==> src/rtl/rob_arb_pkg.sv <==
// Shared types and helpers for the ROB client arbiter.
package rob_arb_pkg;

  function automatic int cidx_w(input int n);
    return (n > 1) ? $clog2(n) : 1;
  endfunction

  localparam int AWIDTH_DEF  = 32;
  localparam int IDWIDTH_DEF = 16;
  localparam int PWIDTH_DEF  = 10;

  typedef struct packed {
    logic [AWIDTH_DEF-1:0]  addr;
    logic [IDWIDTH_DEF-1:0] id;
    logic [PWIDTH_DEF-1:0]  param;
  } rob_req_t;

endpackage

==> src/rtl/rob_arb_fifo.sv <==
// In-order tracking FIFO holding the client index of every request issued to the ROB.
module rob_arb_fifo
  import rob_arb_pkg::*;
#(
  parameter int W     = 2,
  parameter int DEPTH = 128,
  parameter int CNTW  = $clog2(DEPTH + 1)
) (
  input  logic            clk,
  input  logic            rst_,
  input  logic            push,
  input  logic [W-1:0]    din,
  input  logic            pop,
  output logic [W-1:0]    head,
  output logic [CNTW-1:0] count,
  output logic            full,
  output logic            empty
);
  localparam int PW = (DEPTH > 1) ? $clog2(DEPTH) : 1;

  logic [W-1:0]    mem_q [DEPTH];
  logic [W-1:0]    mem_d [DEPTH];
  logic [PW-1:0]   wr_ptr_q, wr_ptr_d, rd_ptr_q, rd_ptr_d;
  logic [CNTW-1:0] count_q, count_d;
  logic            push_ok, pop_ok;

  function automatic logic [PW-1:0] inc(input logic [PW-1:0] p);
    return (p == PW'(DEPTH - 1)) ? '0 : p + 1'b1;
  endfunction

  assign full    = (count_q == CNTW'(DEPTH));
  assign empty   = (count_q == '0);
  assign push_ok = push & ~full;
  assign pop_ok  = pop & ~empty;
  assign head    = mem_q[rd_ptr_q];
  assign count   = count_q;

  always_comb begin
    mem_d    = mem_q;
    wr_ptr_d = wr_ptr_q;
    rd_ptr_d = rd_ptr_q;
    count_d  = count_q;
    if (push_ok) begin
      mem_d[wr_ptr_q] = din;
      wr_ptr_d        = inc(wr_ptr_q);
    end
    if (pop_ok) rd_ptr_d = inc(rd_ptr_q);
    case ({push_ok, pop_ok})
      2'b10:   count_d = count_q + 1'b1;
      2'b01:   count_d = count_q - 1'b1;
      default: count_d = count_q;
    endcase
  end

  always_ff @(posedge clk) begin
    if (rst_) begin
      wr_ptr_q <= '0;
      rd_ptr_q <= '0;
      count_q  <= '0;
    end else begin
      wr_ptr_q <= wr_ptr_d;
      rd_ptr_q <= rd_ptr_d;
      count_q  <= count_d;
    end
  end

  // Storage needs no reset: entries are only read behind the count.
  always_ff @(posedge clk) mem_q <= mem_d;

endmodule

==> src/rtl/rob_client_arbiter.sv <==
// Round-robin arbiter sharing one ROB request/response port among NCLI clients;
// responses return in order and are steered by the tracking FIFO head.
module rob_client_arbiter
  import rob_arb_pkg::*;
#(
  parameter int NCLI    = 4,
  parameter int DEPTH   = 128,
  parameter int AWIDTH  = 32,
  parameter int DWIDTH  = 32,
  parameter int PWIDTH  = 10,
  parameter int IDWIDTH = 16
) (
  input  logic                       clk,
  input  logic                       rst_,
  input  logic [NCLI-1:0]            cli_req_val,
  input  logic [NCLI*AWIDTH-1:0]     cli_req_addr,
  input  logic [NCLI*IDWIDTH-1:0]    cli_req_ID,
  input  logic [NCLI*PWIDTH-1:0]     cli_req_param,
  output logic [NCLI-1:0]            cli_req_ready,
  output logic [NCLI-1:0]            cli_rsp_val,
  output logic [DWIDTH-1:0]          cli_rsp_data,
  output logic [IDWIDTH-1:0]         cli_rsp_ID,
  output logic [PWIDTH-1:0]          cli_rsp_param,
  input  logic [NCLI-1:0]            cli_rsp_ready,
  output logic                       rob_req_val,
  output logic [AWIDTH-1:0]          rob_req_addr,
  output logic [IDWIDTH-1:0]         rob_req_ID,
  output logic [PWIDTH-1:0]          rob_req_param,
  input  logic                       rob_req_ready,
  input  logic                       rob_rsp_val,
  input  logic [DWIDTH-1:0]          rob_rsp_data,
  input  logic [IDWIDTH-1:0]         rob_rsp_ID,
  input  logic [PWIDTH-1:0]          rob_rsp_param,
  output logic                       rob_rsp_ready,
  output logic [$clog2(DEPTH+1)-1:0] outstanding,
  output logic                       err
);
  localparam int CW = cidx_w(NCLI);
  localparam int OW = $clog2(DEPTH + 1);

  typedef struct packed {
    logic [AWIDTH-1:0]  addr;
    logic [IDWIDTH-1:0] id;
    logic [PWIDTH-1:0]  param;
  } req_t;

  logic          stg_val_q, stg_val_d;
  req_t          stg_q, stg_d;
  logic [CW-1:0] last_q, last_d;
  logic          err_q, err_d;
  logic [CW-1:0] win, head;
  logic          found, allowed, grant, pop;
  logic          fifo_full, fifo_empty;
  logic [OW-1:0] fifo_count;

  // First requester after the last winner, wrapping modulo NCLI.
  always_comb begin
    int idx;
    idx   = 0;
    win   = '0;
    found = 1'b0;
    for (int k = 1; k <= NCLI; k++) begin
      idx = int'(last_q) + k;
      if (idx >= NCLI) idx = idx - NCLI;
      if (!found && cli_req_val[idx]) begin
        found = 1'b1;
        win   = CW'(idx);
      end
    end
  end

  // Registered count only: a same-cycle pop does not free a slot.
  assign allowed       = ~rst_ & (~stg_val_q | rob_req_ready) & ~fifo_full;
  assign grant         = allowed & found;
  assign cli_req_ready = grant ? (NCLI'(1) << win) : '0;

  always_comb begin
    stg_val_d = stg_val_q;
    stg_d     = stg_q;
    last_d    = last_q;
    if (grant) begin
      stg_val_d   = 1'b1;
      stg_d.addr  = cli_req_addr[int'(win)*AWIDTH +: AWIDTH];
      stg_d.id    = cli_req_ID[int'(win)*IDWIDTH +: IDWIDTH];
      stg_d.param = cli_req_param[int'(win)*PWIDTH +: PWIDTH];
      last_d      = win;
    end else if (rob_req_ready) begin
      stg_val_d = 1'b0;
    end
  end

  assign rob_req_val   = stg_val_q;
  assign rob_req_addr  = stg_q.addr;
  assign rob_req_ID    = stg_q.id;
  assign rob_req_param = stg_q.param;

  // An orphan response is swallowed so the ROB never wedges; err records it.
  assign rob_rsp_ready = fifo_empty ? rob_rsp_val : cli_rsp_ready[head];
  assign cli_rsp_val   = (rob_rsp_val & ~fifo_empty) ? (NCLI'(1) << head) : '0;
  assign pop           = rob_rsp_val & rob_rsp_ready & ~fifo_empty;
  assign err_d         = err_q | (rob_rsp_val & fifo_empty);

  assign cli_rsp_data  = rob_rsp_data;
  assign cli_rsp_ID    = rob_rsp_ID;
  assign cli_rsp_param = rob_rsp_param;
  assign outstanding   = fifo_count;
  assign err           = err_q;

  always_ff @(posedge clk) begin
    if (rst_) begin
      stg_val_q <= 1'b0;
      stg_q     <= '0;
      last_q    <= CW'(NCLI - 1);
      err_q     <= 1'b0;
    end else begin
      stg_val_q <= stg_val_d;
      stg_q     <= stg_d;
      last_q    <= last_d;
      err_q     <= err_d;
    end
  end

  rob_arb_fifo #(.W(CW), .DEPTH(DEPTH), .CNTW(OW)) u_fifo (
    .clk   (clk),
    .rst_  (rst_),
    .push  (grant),
    .din   (win),
    .pop   (pop),
    .head  (head),
    .count (fifo_count),
    .full  (fifo_full),
    .empty (fifo_empty)
  );

endmodule

==> config.mk <==
export PLATFORM = sky130hd
export DESIGN_NAME = rob_client_arbiter
export DESIGN_NICKNAME = d
export VERILOG_FILES = /design/src/rtl/rob_arb_pkg.sv /design/src/rtl/rob_arb_fifo.sv /design/src/rtl/rob_client_arbiter.sv
export SDC_FILE = /design/constraint.sdc
export NUM_CORES = 1
export LEC_CHECK = 0
export ABC_CLOCK_PERIOD_IN_PS = 4650
export CORE_MARGIN = 3
export CORE_UTILIZATION = 44
export CTS_CLUSTER_SIZE = 12
export DETAILED_ROUTE_END_ITERATION = 8
export GPL_ROUTABILITY_DRIVEN = 0
export HOLD_SLACK_MARGIN = 0.02
export PLACE_DENSITY = 0.77
export RECOVER_POWER = 25
export SYNTH_ARGS = -nofsm -noshare
export SYNTH_HDL_FRONTEND = slang
export SYNTH_SLANG_ARGS = --single-unit
==> constraint.sdc <==
create_clock -name clk -period 4.65 [get_ports clk]
set_input_delay 0.6975 -clock clk [delete_from_list [all_inputs] [get_ports clk]]
set_output_delay 0.6975 -clock clk [all_outputs]
set_load 0.01 [all_outputs]
---- Yosys cells after proc, flatten, opt, wreduce, memory -nomap -nowiden ----
Cells that the tools add are included.
word-level totals
  flip-flop bits (word level) ............. 340
  output and inout port bits .............. 135
operators by class
  add/subtract/negate cells ............... 12
  $mul .................................... 1
  order comparisons ....................... 12
  eq/ne operators ......................... 5
  shift-type cells ........................ 5
  mux-type cells .......................... 40
  bitwise operators ....................... 17
  reduce and logical (&&, ||, !) cells .... 10
operator list
  operator               count
  $bwmux W256            1
  $lt A32 B4 Y1 const B  4
  $mux W32               4
  $shiftx A128 B8 Y32    1
  $shiftx A64 B7 Y16     1
  $shiftx A40 B7 Y10     1
  $ge A8 B8 Y1 const B   2
  $mux W1                16
  $not A7 Y8             2
  $pmux W8 S2            1
  $add A7 B1 Y7 const B  2
  $bmux W2 S7            1
  $demux W2 S7           1
  $eq A7 B7 Y1 const B   2
  $mux W2                7
  $mux W7                2
  $sub A3 B3 Y4 const B  3
  $bmux W1 S2            5
  $and A1 B1 Y1          9
  $ge A3 B3 Y1 const B   3
  $add A8 B1 Y8 const B  1
  $eq A8 B8 Y1 const B   1
  $logic_not A8 Y1       1
  $lt A8 B1 Y1 const B   1
  17 further kinds       30

---- Logic depth before layout (Yosys ltp) ----
  depth in word-level cells ............... 20
  mapped depth ............................ 24

---- By module ----
From an unflattened synthesis, not the netlist that was laid out.
unflattened totals
  cells, all modules ...................... 1307
  area, all modules ....................... 16424.5 um^2
modules (own cells, without submodules)
  module              times used  cells an instance  area an instance (um^2)
  rob_arb_fifo        1           782                11987.7
  rob_client_arbiter  1           525                4436.8

---- Least setup slack after synthesis ----
OpenSTA, ideal clock, no wires.
  path kind ............................... input port to output port
  from .................................... input port cli_req_val[2]
  to ...................................... output port cli_req_ready[0]
  data arrival time ....................... 3.869 ns
  data required time ...................... 3.953 ns
  slack ................................... 0.084 ns
  stages .................................. 8
  path through ............................ nand2b_1 -> a21oi_1 -> a21oi_1 -> o31a_1 -> inv_1 -> clkbuf_1 -> clkbuf_1 -> nor3_1
between the ends
  word-level cells in the longest chain between the ends .. 15
  elaborated cells between the ends (all ways) .. 29
ends and longest elaborated chain
  element                                     RTL line                  text
  start, declared                             rob_client_arbiter.sv:15  input logic [NCLI-1:0] cli_req_val,
  $bmux W1 S2                                 rob_client_arbiter.sv:65  if (!found && cli_req_val[idx]) begin
  $mux W1 (not written as such) (2 in a row)  rob_client_arbiter.sv:65
  $mux W1                                     rob_client_arbiter.sv:65
  $logic_not A1 Y1                            rob_client_arbiter.sv:65
  $logic_and A1 B1 Y1                         rob_client_arbiter.sv:65
  $mux W1                                     rob_client_arbiter.sv:65
  $logic_not A1 Y1                            rob_client_arbiter.sv:65
  $logic_and A1 B1 Y1                         rob_client_arbiter.sv:65
  $mux W1                                     rob_client_arbiter.sv:65
  $logic_not A1 Y1                            rob_client_arbiter.sv:65
  $logic_and A1 B1 Y1                         rob_client_arbiter.sv:65
  $mux W2 *                                   rob_client_arbiter.sv:65
  via u_fifo.din[0]                           rob_arb_fifo.sv:12        input logic [W-1:0] din,
  $shl A1 B2 Y4 *                             rob_client_arbiter.sv:75  assign cli_req_ready = grant ? (NCLI'(1) << win) : '0;
  $mux W4 *                                   rob_client_arbiter.sv:75
  end, declared                               rob_client_arbiter.sv:19  output logic [NCLI-1:0] cli_req_ready,
The timed path passes the listed nets; every way through them passes the cells marked *. The select of a mux whose other input is x is not followed.

---- Worst setup path in the final report ----
  from .................................... register u_fifo.rd_ptr_q[0]
  to ...................................... output port rob_rsp_ready
between the ends
  word-level cells in the longest chain between the ends .. 7
ends and longest elaborated chain
  element                                     RTL line                  text
  start, declared                             rob_arb_fifo.sv:23        logic [PW-1:0] wr_ptr_q, wr_ptr_d, rd_ptr_q, rd_ptr_d;
  start signal, assigned                      rob_arb_fifo.sv:62        rd_ptr_q <= rd_ptr_d;
  $not A7 Y8 (not written as such)            rob_arb_fifo.sv:35        assign head = mem_q[rd_ptr_q];
  $bmux W2 S7                                 rob_arb_fifo.sv:35
  $mux W2 (not written as such) (2 in a row)  rob_arb_fifo.sv:35
  $bmux W1 S2                                 rob_client_arbiter.sv:98  assign rob_rsp_ready = fifo_empty ? rob_rsp_val : cli_rsp_ready[head];
  $mux W1 (not written as such)               rob_client_arbiter.sv:98
  $mux W1                                     rob_client_arbiter.sv:98
  end, declared                               rob_client_arbiter.sv:34  output logic rob_rsp_ready,
Every way passes these cells. The select of a mux whose other input is x is not followed.

==> metrics.md <==
| Metric | Value |
|---|---|
| Max incr delay on CP | 560 ps |
| CTS sink cnt | 340 |
| Initial Utilization | 44.70% |
| Max Fclk | 220.3 MHz |
| Post-Layout Cell Count | 2231 |
| Cell Area, Synth | 16370 sq um |
| Layout cell share with drive strength beyond 1 | 9.710% |
| Worst Max-Slew Pin Slew | 1692 ps |
| Die Wd | 198.9 um |
| Status | finished with violations |
| Post-synth EDFFs | 256 |
| Flop-to-flop setup slack | 250 ps |
| Setup WS post-layout | 110.0 ps |
| GRT Total Usage | 24.27% |
| Worst skew pair latency | 530 ps |
| HPWL after DPL | 34740 um |
| Worst hold stages | 2 |
| Post-synthesis sequential area ratio | 57.25% |
| Average size of a mapped cell | 10.93 sq um |
| Post-synth top area share | 46.97% |
| Post-route cell area | 20940 sq um |
| WP depth | 10 |
| H-Tree Depth | 2 |
| Netlist cell types | 61 |
| Avg WL per Cell | 22.49 um |
| Most used DFF post-synth | edfxtp_1 |
| Async set or reset register ratio after synthesis | 0% |
| Placed cells | 2156 |
| Flops & latches, synth | 340 |
| Worst Path Required | 3950 ps |
| CP max FO | 11 |
| Worst reg2reg path startpoint | u_fifo.rd_ptr_q[0]$_SDFFE_PP0P_ |
| Post-Synthesis Cells | 1498 |
| Largest net degree at the start of global routing | 230 |
| Critical path cell sequence | buf_12 -> buf_4 -> mux4_2 -> mux4_2 -> o211ai_1 -> a32oi_2 -> buf_4 -> mux2_1 -> o21ai_2 -> clkdlybuf4s50_1 |
| Port Buffer Count | 320 |
| CP max stage cell | clkdlybuf4s50_1 |
| Total detailed-routing wirelength | 50180 um |
| Vias in the first global route | 12.13k |
| Post-synth top cells | nor2_1 (339), edfxtp_1 (256), nand2_1 (148) |
| Mapped Nets | 1810 |
| Setup crit end | rob_rsp_ready |
| CTS Root Cell | clkbuf_16 |
| CTS tree | yes |
| Cts hold-fix bufs | 0 |
| Critical path class | flip-flop to primary output |
| DIE AREA | 39550 sq um |
| Clock Tree Buf Depth | 3 |
| Worst Path Buf+Inv | 4 |
| Worst R2R Path Depth | 19 |
| Drc violations | 0 |
| Worst slack, placed | 145.9 ps |
| Critical path launch point type | flip-flop |
| Finish-stage setup viols | 0 |
| Final Critical Period | 4540 ps |
| Drt initial violations | 1111 |
| Gr ovfl total | 0 |
| Final worst-path cycle share | 97.63% |
| Final hold vios | 0 |
| Power density over cell area | 446.1 nW/um^2 |
| Synth area leaders | edfxtp_1 (47%), dfxtp_1 (10%), mux4_2 (8.0%), nor2_1 (7.8%), o21ai_0 (3.8%) |
| Fillers | 3005 |
| Ys Warns | 0 |
| Count leader, synth | nor2_1 |
| Hold Crit Class | flip-flop to flip-flop |
| FP Rows | 70 |
| Placed cell area | 19590 sq um |
| Reg-to-Reg End | u_fifo.count[7]$_SDFFE_PP0P_ |
| Maximum VDD drop | 253.7 uV |
| Slew HR | -12.80% |
| Total CTS buffers | 37 |
| Top-level I/O count | 437 |
| Beginning of the worst hold path | rob_req_param[9]$_SDFFE_PP0P_ |
| Die height | 198.9 um |
| Failing checks | max-capacitance violations, max-slew violations |
| Via count | 12.66k |
| Initial antenna violation count | 5 |
| Leak pwr | 0.007172 uW |
| Setup_tns | 0 ps |
| First-pass GRT wire length | 72230 um |
| Antenna Nets Post-Route | 0 |
| Synth area leader | edfxtp_1 |
| Drt first pass iters | 5 |
| Arrival @ worst endpoint | 3840 ps |
| Final Skew | 23.47 ps |
| Clock slew at reported path FFs | 60 ps |
| Max-cap violation count | 1 |
| Core ar. | 36610 sq um |
| Fin. max-slew vios | 19 |
| CP top delay family | multiplexers |
| CP endpoint kind | primary output |
| Nets@finish | 2046 |
| Hold Slack | 482.2 ps |
| Crit path from | u_fifo.rd_ptr_q[0]$_SDFFE_PP0P_ |
| Vias per inst | 5.674 |
| Layout area overhead | 27.93% |
-- metal layers --
metal | GRT usage, % | vias up | wire length (um)
li1 | - | 5755 | -
met1 | 30.73 | 6099 | 18750
met2 | 39.34 | 680 | 24030
met3 | 6.199 | 122 | 4687
met4 | 11.37 | 2 | 2701
met5 | 0 | - | 13
-- registers in the layout, indices dropped and copies added, names as in the netlist, 2 cells and up --
signal,flops
last_q,2
rob_req_ID,16
rob_req_addr,32
rob_req_param,10
u_fifo.count,8
u_fifo.mem_q,256
u_fifo.rd_ptr_q,7
u_fifo.wr_ptr_q,7
-- worst register-to-register path, delay by kind of cell (launching register included) --
kind / cells / cell delay (ps)
xor+xnor: 1 / 80
mux: 2 / 740
simple gates: 1 / 300
fa+ha+maj: 2 / 510
compound gates: 12 / 2130
buf+inv: 1 / 160
flops: 1 / 400
-- report_power, final --
part	internal (uW)	switching, uW
Combinational	1200	1460
Clock	1760	1170
Sequential	3610	155
Total	6560	2780
-- area by class of cell --
cell class	count	area, sq um	share of cell area (%)
Tap cell	468	585.6	2.797
Antenna cell	2	5.005	0.02390
Multi-Input combinational cell	981	6070	28.99
Timing Repair Buffer	359	3631	17.34
Sequential cell	340	9380	44.80
Clock buffer	56	1070	5.110
Clock inverter	10	132.6	0.6335
Inverter	15	62.56	0.2988
-- worst min path at each step --
stage | endpoint | slack [ps]
finish | rob_req_param[9]$_SDFFE_PP0P_ | 480
global route | rob_req_ID[7]$_SDFFE_PP0P_ | 520
CTS | rob_req_ID[5]$_SDFFE_PP0P_ | 490
detailed placement | rob_req_param[0]$_SDFFE_PP0P_ | 470
global placement | err$_SDFF_PP0_ | 460
floorplan | last_q[0]$_SDFFE_PP1P_ | 460
-- repair_timing --
| item | CTS | global route |
|---|---|---|
| pin swaps | 0 | 4 |
| endpoints found under the setup margin | 2 | 3 |
| buffers inserted | 0 | 5 |
| cloned | 0 | 2 |
| gates resized for setup | 4 | 16 |
-- cell usage in the layout (no fill, tap or decap), drive strengths merged, types with 32 or more instances in the layout --
cell / instances
mux2i: 32
nand3b: 61
nand2: 148
mux4: 59
clkdlybuf4s50: 250
edfxtp: 256
dfxtp: 84
o21ai: 127
buf: 33
nor2: 339
nand3: 73
dlygate4sd3: 69
clkbuf: 63
-- stage by stage --
stage / total power [uW] / utilization [%]
finish: 9340 / 57.19
global route: 9774 / 57.19
CTS: 9374 / 56.85
detailed placement: 6442 / 53.51
global placement: 6390 / 53.51
floorplan: 5369 / -
-- logic make-up after synthesis --
logic type      count (synthesis)  synth area share [%]
compound gates                198                 6.980
xor+xnor                       10                0.5351
fa+ha+maj                      10                0.8104
buf+inv                       177                 6.063
flops                         340                 57.25
mux                            94                 10.33
simple gates                  669                 18.04
Power figures use the tool's default switching activity.
